===== src/rtl/hfu_pkg.sv =====
// ---------------------------------------------------------------------------
// hfu_pkg
// Shared types for the hazard / forwarding unit:
//   hfu_state_e   - halt sequencing states (RUN, DRAIN, HALTED)
//   hfu_stage_t   - control bits tracked for each in-flight stage
//   hfu_sel_width - width of a forward-select code for a given stage count
// ---------------------------------------------------------------------------
package hfu_pkg;

    typedef enum logic [1:0] {
        RUN    = 2'd0,
        DRAIN  = 2'd1,
        HALTED = 2'd2
    } hfu_state_e;

    // The destination register number depends on the AW parameter of the
    // instantiating module, so it lives in a separate array next to this
    // entry instead of inside the struct.
    typedef struct packed {
        logic valid;
        logic wr;
        logic load;
        logic flag_wr;
    } hfu_stage_t;

    // Select code 0 means "register file"; codes 1..stages name a stage.
    function automatic int hfu_sel_width(input int stages);
        return $clog2(stages + 1);
    endfunction

endpackage


===== src/rtl/hfu_src_match.sv =====
// ---------------------------------------------------------------------------
// hfu_src_match
// Youngest-match priority encoder for one ID source operand.
// Ports:
//   src_i  - source register number read by the ID instruction
//   use_i  - the source is actually read
//   hit_i  - per stage (bit k-1 = stage k): entry is valid and writes a reg
//   dst_i  - per stage destination numbers, stage k at [(k-1)*AW +: AW]
//   sel_o  - smallest stage k whose destination matches, 0 if none
// ---------------------------------------------------------------------------
module hfu_src_match
    import hfu_pkg::*;
#(
    parameter int AW     = 4,
    parameter int STAGES = 3,
    parameter int SELW   = hfu_sel_width(STAGES)
) (
    input  logic [AW-1:0]        src_i,
    input  logic                 use_i,
    input  logic [STAGES-1:0]    hit_i,
    input  logic [STAGES*AW-1:0] dst_i,
    output logic [SELW-1:0]      sel_o
);

    // Walk from the oldest stage to the youngest so the last hit written,
    // i.e. the youngest producer, wins. R0 is hard-wired and never forwarded.
    always_comb begin
        sel_o = '0;
        if (use_i && (src_i != '0)) begin
            for (int k = STAGES; k >= 1; k--) begin
                if (hit_i[k-1] && (dst_i[(k-1)*AW +: AW] == src_i)) begin
                    sel_o = SELW'(k);
                end
            end
        end
    end

endmodule


===== src/rtl/hazard_fwd_unit.sv =====
// ---------------------------------------------------------------------------
// hazard_fwd_unit
// Tracks the instructions in flight after ID, chooses forwarding sources for
// the two ID operands, detects load-use (and optionally flag) hazards, and
// sequences a HLT instruction through a drain phase into a halted state.
// Optional feature macro: HFU_FLAG_HAZARD_EN (stall a conditional branch in
// ID while the instruction in EX still writes the flags).
// Ports:
//   clk, rst_n                 - clock, asynchronous active-low reset
//   id_valid                   - ID holds a real instruction
//   id_src1/2, id_use1/2       - ID source registers and their read enables
//   id_dst, id_wr              - ID destination and register-write enable
//   id_load, id_flag_wr        - ID is a load / writes flags
//   id_branch, id_hlt          - ID is a conditional branch / is HLT
//   ex_redirect                - taken branch in EX, ID is wrong-path
//   stall, flush               - hold PC and IF/ID / kill IF/ID
//   fwd_sel1/2                 - 0 = register file, k = result of stage k
//   hlt, busy                  - halted / any tracked stage valid
// ---------------------------------------------------------------------------
module hazard_fwd_unit
    import hfu_pkg::*;
#(
    parameter int AW     = 4,
    parameter int STAGES = 3,
    parameter int SELW   = hfu_sel_width(STAGES)
) (
    input  logic            clk,
    input  logic            rst_n,
    input  logic            id_valid,
    input  logic [AW-1:0]   id_src1,
    input  logic [AW-1:0]   id_src2,
    input  logic            id_use1,
    input  logic            id_use2,
    input  logic [AW-1:0]   id_dst,
    input  logic            id_wr,
    input  logic            id_load,
    input  logic            id_flag_wr,
    input  logic            id_branch,
    input  logic            id_hlt,
    input  logic            ex_redirect,
    output logic            stall,
    output logic            flush,
    output logic [SELW-1:0] fwd_sel1,
    output logic [SELW-1:0] fwd_sel2,
    output logic            hlt,
    output logic            busy
);

    hfu_stage_t        stageCtrl_q [1:STAGES];
    hfu_stage_t        stageCtrl_d [1:STAGES];
    logic [AW-1:0]     stageDst_q  [1:STAGES];
    logic [AW-1:0]     stageDst_d  [1:STAGES];
    hfu_state_e        state_q;
    hfu_state_e        state_d;

    logic [STAGES-1:0]    stageValid;
    logic [STAGES-1:0]    stageHit;
    logic [STAGES*AW-1:0] stageDstFlat;
    logic                 inRun;
    logic                 loadUse;
    logic                 flagStall;
    logic                 acceptId;
    logic                 anyValidNext;

`ifndef HFU_FLAG_HAZARD_EN
    // Without the flag hazard these inputs have no effect on the design.
    logic unusedFlagInputs;
    assign unusedFlagInputs = id_branch ^ id_flag_wr;
`endif

    // Flatten the stage table into vectors for the operand matchers.
    always_comb begin
        stageValid   = '0;
        stageHit     = '0;
        stageDstFlat = '0;
        for (int k = 1; k <= STAGES; k++) begin
            stageValid[k-1] = stageCtrl_q[k].valid;
            stageHit[k-1]   = stageCtrl_q[k].valid & stageCtrl_q[k].wr;
            stageDstFlat[(k-1)*AW +: AW] = stageDst_q[k];
        end
    end

    hfu_src_match #(.AW(AW), .STAGES(STAGES), .SELW(SELW)) u_match1 (
        .src_i (id_src1),
        .use_i (id_use1),
        .hit_i (stageHit),
        .dst_i (stageDstFlat),
        .sel_o (fwd_sel1)
    );

    hfu_src_match #(.AW(AW), .STAGES(STAGES), .SELW(SELW)) u_match2 (
        .src_i (id_src2),
        .use_i (id_use2),
        .hit_i (stageHit),
        .dst_i (stageDstFlat),
        .sel_o (fwd_sel2)
    );

    // Hazard detection and pipeline control. A load result is not ready
    // while the load sits in EX, so forwarding from stage 1 of a load must
    // wait one cycle. A redirect kills the ID instruction, so any hazard it
    // had is moot and the stall is dropped in favour of the flush.
    always_comb begin
        inRun   = (state_q == RUN);
        loadUse = stageCtrl_q[1].load &
                  ((fwd_sel1 == SELW'(1)) | (fwd_sel2 == SELW'(1)));
`ifdef HFU_FLAG_HAZARD_EN
        flagStall = id_branch & stageCtrl_q[1].valid & stageCtrl_q[1].flag_wr;
`else
        flagStall = 1'b0;
`endif
        flush    = ex_redirect & inRun;
        stall    = ((loadUse | flagStall) & id_valid & ~flush) | ~inRun;
        acceptId = id_valid & ~stall & ~ex_redirect & inRun;
        hlt      = (state_q == HALTED);
        busy     = |stageValid;
    end

    // Stage table shift: every entry ages by one stage each cycle and the
    // oldest falls off; stage 1 takes the ID instruction or a bubble.
    always_comb begin
        stageCtrl_d[1] = '0;
        stageDst_d[1]  = '0;
        for (int k = 2; k <= STAGES; k++) begin
            stageCtrl_d[k] = stageCtrl_q[k-1];
            stageDst_d[k]  = stageDst_q[k-1];
        end
        if (acceptId) begin
            stageCtrl_d[1].valid = 1'b1;
            stageCtrl_d[1].wr    = id_wr;
            stageCtrl_d[1].load  = id_load;
`ifdef HFU_FLAG_HAZARD_EN
            stageCtrl_d[1].flag_wr = id_flag_wr;
`endif
            stageDst_d[1] = id_dst;
        end
    end

    // Halt sequencing. The accepted HLT enters the table like any other
    // instruction; the unit halts in the same cycle the table first becomes
    // empty, so the drain check looks at the next-state valids.
    always_comb begin
        anyValidNext = 1'b0;
        for (int k = 1; k <= STAGES; k++) begin
            anyValidNext = anyValidNext | stageCtrl_d[k].valid;
        end
        state_d = state_q;
        case (state_q)
            RUN: begin
                if (id_valid && id_hlt && !stall && !ex_redirect) begin
                    state_d = DRAIN;
                end
            end
            DRAIN: begin
                if (!anyValidNext) begin
                    state_d = HALTED;
                end
            end
            HALTED: state_d = HALTED;
            default: state_d = RUN;
        endcase
    end

    // State registers; reset discards everything in flight.
    always_ff @(posedge clk or negedge rst_n) begin
        if (!rst_n) begin
            state_q <= RUN;
            for (int k = 1; k <= STAGES; k++) begin
                stageCtrl_q[k] <= '0;
                stageDst_q[k]  <= '0;
            end
        end else begin
            state_q <= state_d;
            for (int k = 1; k <= STAGES; k++) begin
                stageCtrl_q[k] <= stageCtrl_d[k];
                stageDst_q[k]  <= stageDst_d[k];
            end
        end
    end

endmodule


===== config.mk =====
export PLATFORM = sky130hd
export DESIGN_NAME = hazard_fwd_unit
export DESIGN_NICKNAME = d
export VERILOG_FILES = /design/src/rtl/hfu_pkg.sv /design/src/rtl/hfu_src_match.sv /design/src/rtl/hazard_fwd_unit.sv
export SDC_FILE = /design/constraint.sdc
export NUM_CORES = 1
export LEC_CHECK = 0
export ABC_AREA = 1
export CORE_UTILIZATION = 49
export DETAILED_ROUTE_END_ITERATION = 6
export PLACE_DENSITY_LB_ADDON = 0.05
export SLEW_MARGIN = 5
export SYNTH_ARGS = -nofsm -noshare
export SYNTH_HDL_FRONTEND = slang
export SYNTH_HIERARCHICAL = 1
export SYNTH_SLANG_ARGS = --single-unit

===== constraint.sdc =====
create_clock -name clk -period 1.82 [get_ports clk]
set_input_delay 0.364 -clock clk [delete_from_list [all_inputs] [get_ports clk]]
set_output_delay 0.364 -clock clk [all_outputs]
set_load 0.005 [all_outputs]

==> results.yml <==
outcome:
  run_status: "finished with violations"
  violations: "setup timing"
timing:
  final_hold_viol_count: 0
  finalCriticalPeriod_ps: 2220
  max_slew_margin_pct: 80.7
  period_share_pct: 122
  max_freq_mhz: 450
  setup_repair_after_global_routing_missed_its_margin: "yes"
  timing_worst_slew_pin_value_ps: 289
  clock_skew_ps: 3.34
  finalSetupViolCount: 14
  final_critical_path_setup_slack_ps: -403
  max_transition_viols_final: 0
synth:
  simple_gate_portion_of_the_synthesized_area_pct: 33.0
  synth_top_family_by_area: "simple AND/OR/NAND/NOR gates"
  synthAdderAreaFrac_pct: 3.75
  synth_mux_area_share_pct: 0
  synthesis.nets: 208
  synth_xor_xnor_area_share_pct: 2.62
  synthesis.area_sq_um: 1340
  syn-mean-instance-area_sq_um: 7.38
  postSynthRegisterBits: 21
  ys_types: 20
  synth_compound_gate_area_share_pct: 8.62
  synth_sequential_area_ratio_pct: 39.4
  synth_cells: 181
  synth-warning-count: 6
cells_and_area:
  insertedDiodeCount: 0
  drive_above_1_share_pct: 32.9
  nFillCells: 192
  final_core_util_pct: 76.3
  multiInputGateArea_sq_um: 679
  fin_area_sq_um: 1920
  finish.cell_count_without_fillers: 270
  layout_area_overhead_pct: 44.1
  ff_latch_area_sq_um: 527
  finalNetCount: 268
clock_network:
  numCtsBuffers: 3
  worstSkewPairLatency_ps: 290
  worst_setup_hold_path_clk_slew_ps: 100
  cts_max_level: 1
  cts_sinks: 21
  cts-root-to-sink-buffers: 2
  ctsRootBufferMaster: "sky130_fd_sc_hd__clkbuf_4"
  tritoncts: "built"
critical_path:
  critPathCaptureType: "primary output"
  critPathKind: "register to primary output"
  crit_top_cell: "sky130_fd_sc_hd__nand2_1"
  timing.critical_path.from_type: "register"
  worstPathArrival_ps: 1860
  path_max_fanout: 4
  timing.reg2reg.setup_slack_ps: -380
  critical_path.startpoint: "stageDstFlat[8]"
  cpMaxStageDelayCell: "sky130_fd_sc_hd__dfrtp_2"
  crit_chain: "a21oi_4 -> nand3_2 -> buf_6 -> o21ai_2 -> inv_1 -> nor2_2 -> inv_1 -> nand2_1 -> nand2_1 -> nand2_2 -> nand2_1 -> buf_2"
  worst-r2r-cell-count: 18
  terminus_of_the_critical_flop_to_flop_path: "state_q[0]"
  critPathRequiredTime_ps: 1460
  reg2reg_from: "stageDstFlat[8]"
  slowest_delay_ps: 480
  crit_end: "stall"
floorplanning:
  io-pin-count: 31
  number_of_rows_in_the_core_area: 18
  initial_core_util_pct: 52.9
  die_w_um: 54.2
  design.die.area_sq_um: 2940
  die_h_um: 54.2
  core_region_area_sq_um: 2520
placed_design:
  place.detailed.instances: 249
  finalWeightedCongestion: 0.855
  dp_wirelength_mm: 2.29
  port_buffers: 28
  placed_cell_area_sq_um: 1730
detailed_routing:
  wire_per_inst_um: 12.7
  first_iter_violations: 41
  detailroute.via_count: 1314
  routed_wirelength_mm: 3.43
  first_pass_iters: 4
  drc_violations_left: 0
  final_antenna_net_count: 0
  viasPerCell: 4.87
pwr:
  powerDensity_nw_per_um2: 770
  power_frac_comb_pct: 45.6
  power.share.sequential_pct: 40.0
  sw_frac_of_total_pct: 35.2
  power_leakage_nw: 0.988
  p_sw_mw: 0.522
  pwr-share-clk_pct: 14.4
  cell_int_power_mw: 0.960
  ir_worst_vdd_uv: 937
global_routing:
  antenna_violations_before_repair: 0
  grt_remaining_overflow: 0
  vias_in_the_first_global_route: 1277
  grt_start_max_net_pins: 22
  grt_pass1_wl_mm: 5.18
  track_usage_pct: 25.2
job:
  max_cap_violations: 0
hold_path:
  hold_class: "input pin to async pin"
## flip-flops by register name, indices dropped and copies added (netlist names)
| signal | count |
|---|---|
| stageCtrl_q | 2 |
| stageCtrl_d | 5 |
| stageDstFlat | 12 |
| state_q | 2 |
## per-layer routing
| metal | wire (um) | global-route usage, % | part of all wire (%) | vias to the layer above |
|---|---|---|---|---|
| met3 | 130 | 2.82 | 3.8 | 6 |
| met4 | 49 | 11.5 | 1.4 | 0 |
| met1 | 1290 | 26.6 | 38 | 613 |
| met5 | 0 | 0 | 0 | - |
| met2 | 1960 | 48.6 | 57 | 38 |
| li1 | - | - | - | 657 |
## cells by family after synthesis
logic type,after synthesis
buffers and inverters,45
AND/OR/NAND/NOR,91
flip-flops,21
AO/OA/AOI/OAI,16
adder cells (fa/ha/maj),4
XOR/XNOR,4
## layout by cell type (no fill, tap or decap), types with 4 or more instances in the layout
cell type                         netlist  layout
sky130_fd_sc_hd__nor2_2                 5      11
sky130_fd_sc_hd__inv_1                 39      34
sky130_fd_sc_hd__xnor2_1                4       4
sky130_fd_sc_hd__buf_6                  0       7
sky130_fd_sc_hd__o21ai_0                4       4
sky130_fd_sc_hd__nand2_2                5       6
sky130_fd_sc_hd__o21ai_1                6       5
sky130_fd_sc_hd__buf_4                  0      22
sky130_fd_sc_hd__nand3_1                4       4
sky130_fd_sc_hd__nand3_2                4       4
sky130_fd_sc_hd__nand2_1               46      45
sky130_fd_sc_hd__inv_2                  6      11
sky130_fd_sc_hd__nor2_1                19      11
sky130_fd_sc_hd__dlygate4sd2_1          0      11
sky130_fd_sc_hd__dfrtp_1               21      20
sky130_fd_sc_hd__clkdlybuf4s50_1        0      12
## how the worst min path moves through the flow
stage                               from        endpoint  slack (ps)  depth (start not counted)
after global routing      stageCtrl_d[2]  stageCtrl_q[2]         400                          0
after CTS                          rst_n  stageCtrl_d[3]         390                          2
final                              rst_n  stageCtrl_d[6]         390                          2
after floorplan                    rst_n  stageCtrl_d[2]          70                          0
after global placement    stageCtrl_d[2]  stageCtrl_q[2]         360                          0
after detailed placement  stageCtrl_d[2]  stageCtrl_q[2]         370                          0
## power by group through the flow
| stage | Sequential [mW] | Clock, mW | Combinational [mW] |
|---|---|---|---|
| floorplan | 0.587 | 0 | 0.290 |
| global placement | 0.599 | 0 | 0.502 |
| detailed placement | 0.604 | 0 | 0.521 |
| CTS | 0.590 | 0.229 | 0.613 |
| global route | 0.599 | 0.240 | 0.741 |
| finish | 0.592 | 0.214 | 0.676 |
## repair_timing
| action | 4_1_cts | 5_1_grt |
|---|---|---|
| hold buffers | 0 | 0 |
| setup endpoints to repair | 17 | 14 |
| pin swaps | 14 | 11 |
| setup buffers | 17 | 4 |
| resized for setup | 46 | 10 |
## per-stage QoR
stage	hold WS [ps]	worst slack, ps	setup TNS, ps	power (mW)
finish	389	-403	-3500	1.48
global route	395	-499	-4510	1.58
detailed placement	365	-800	-7320	1.12
floorplan	68.4	185	0	0.877
CTS	388	-390	-3310	1.43
global placement	359	-812	-6990	1.10
## synthesized netlist by cell type
library cell,instances,area (sq um)
sky130_fd_sc_hd__a21oi_2,2,17.5
sky130_fd_sc_hd__a21oi_4,2,32.5
sky130_fd_sc_hd__and2_1,2,12.5
sky130_fd_sc_hd__dfrtp_1,21,526
sky130_fd_sc_hd__ha_1,4,50.1
sky130_fd_sc_hd__inv_1,39,146
sky130_fd_sc_hd__inv_2,6,22.5
sky130_fd_sc_hd__nand2_1,46,173
sky130_fd_sc_hd__nand2_2,5,31.3
sky130_fd_sc_hd__nand3_1,4,20.0
sky130_fd_sc_hd__nand3_2,4,40.0
sky130_fd_sc_hd__nand3_4,1,17.5
sky130_fd_sc_hd__nand4_1,3,18.8
sky130_fd_sc_hd__nor2_1,19,71.3
sky130_fd_sc_hd__nor2_2,5,31.3
sky130_fd_sc_hd__nor3b_2,2,25.0
sky130_fd_sc_hd__o211ai_1,2,15.0
sky130_fd_sc_hd__o21ai_0,4,20.0
sky130_fd_sc_hd__o21ai_1,6,30.0
sky130_fd_sc_hd__xnor2_1,4,35.0
## critical path: cells and delay by family (launching register included)
family	cells	cell delay (ps)
buffers and inverters	4	360
flip-flops	1	480
AO/OA/AOI/OAI	2	270
AND/OR/NAND/NOR	6	450
## area by class of cell
type	instances	share of cell area (%)
inverter	45	8.78
multi-input combinational	115	35.3
tap	30	1.95
timing repair buffer	55	25.2
sequential	21	27.4
clock buffer	4	1.37
Power figures use the tool's default switching activity.
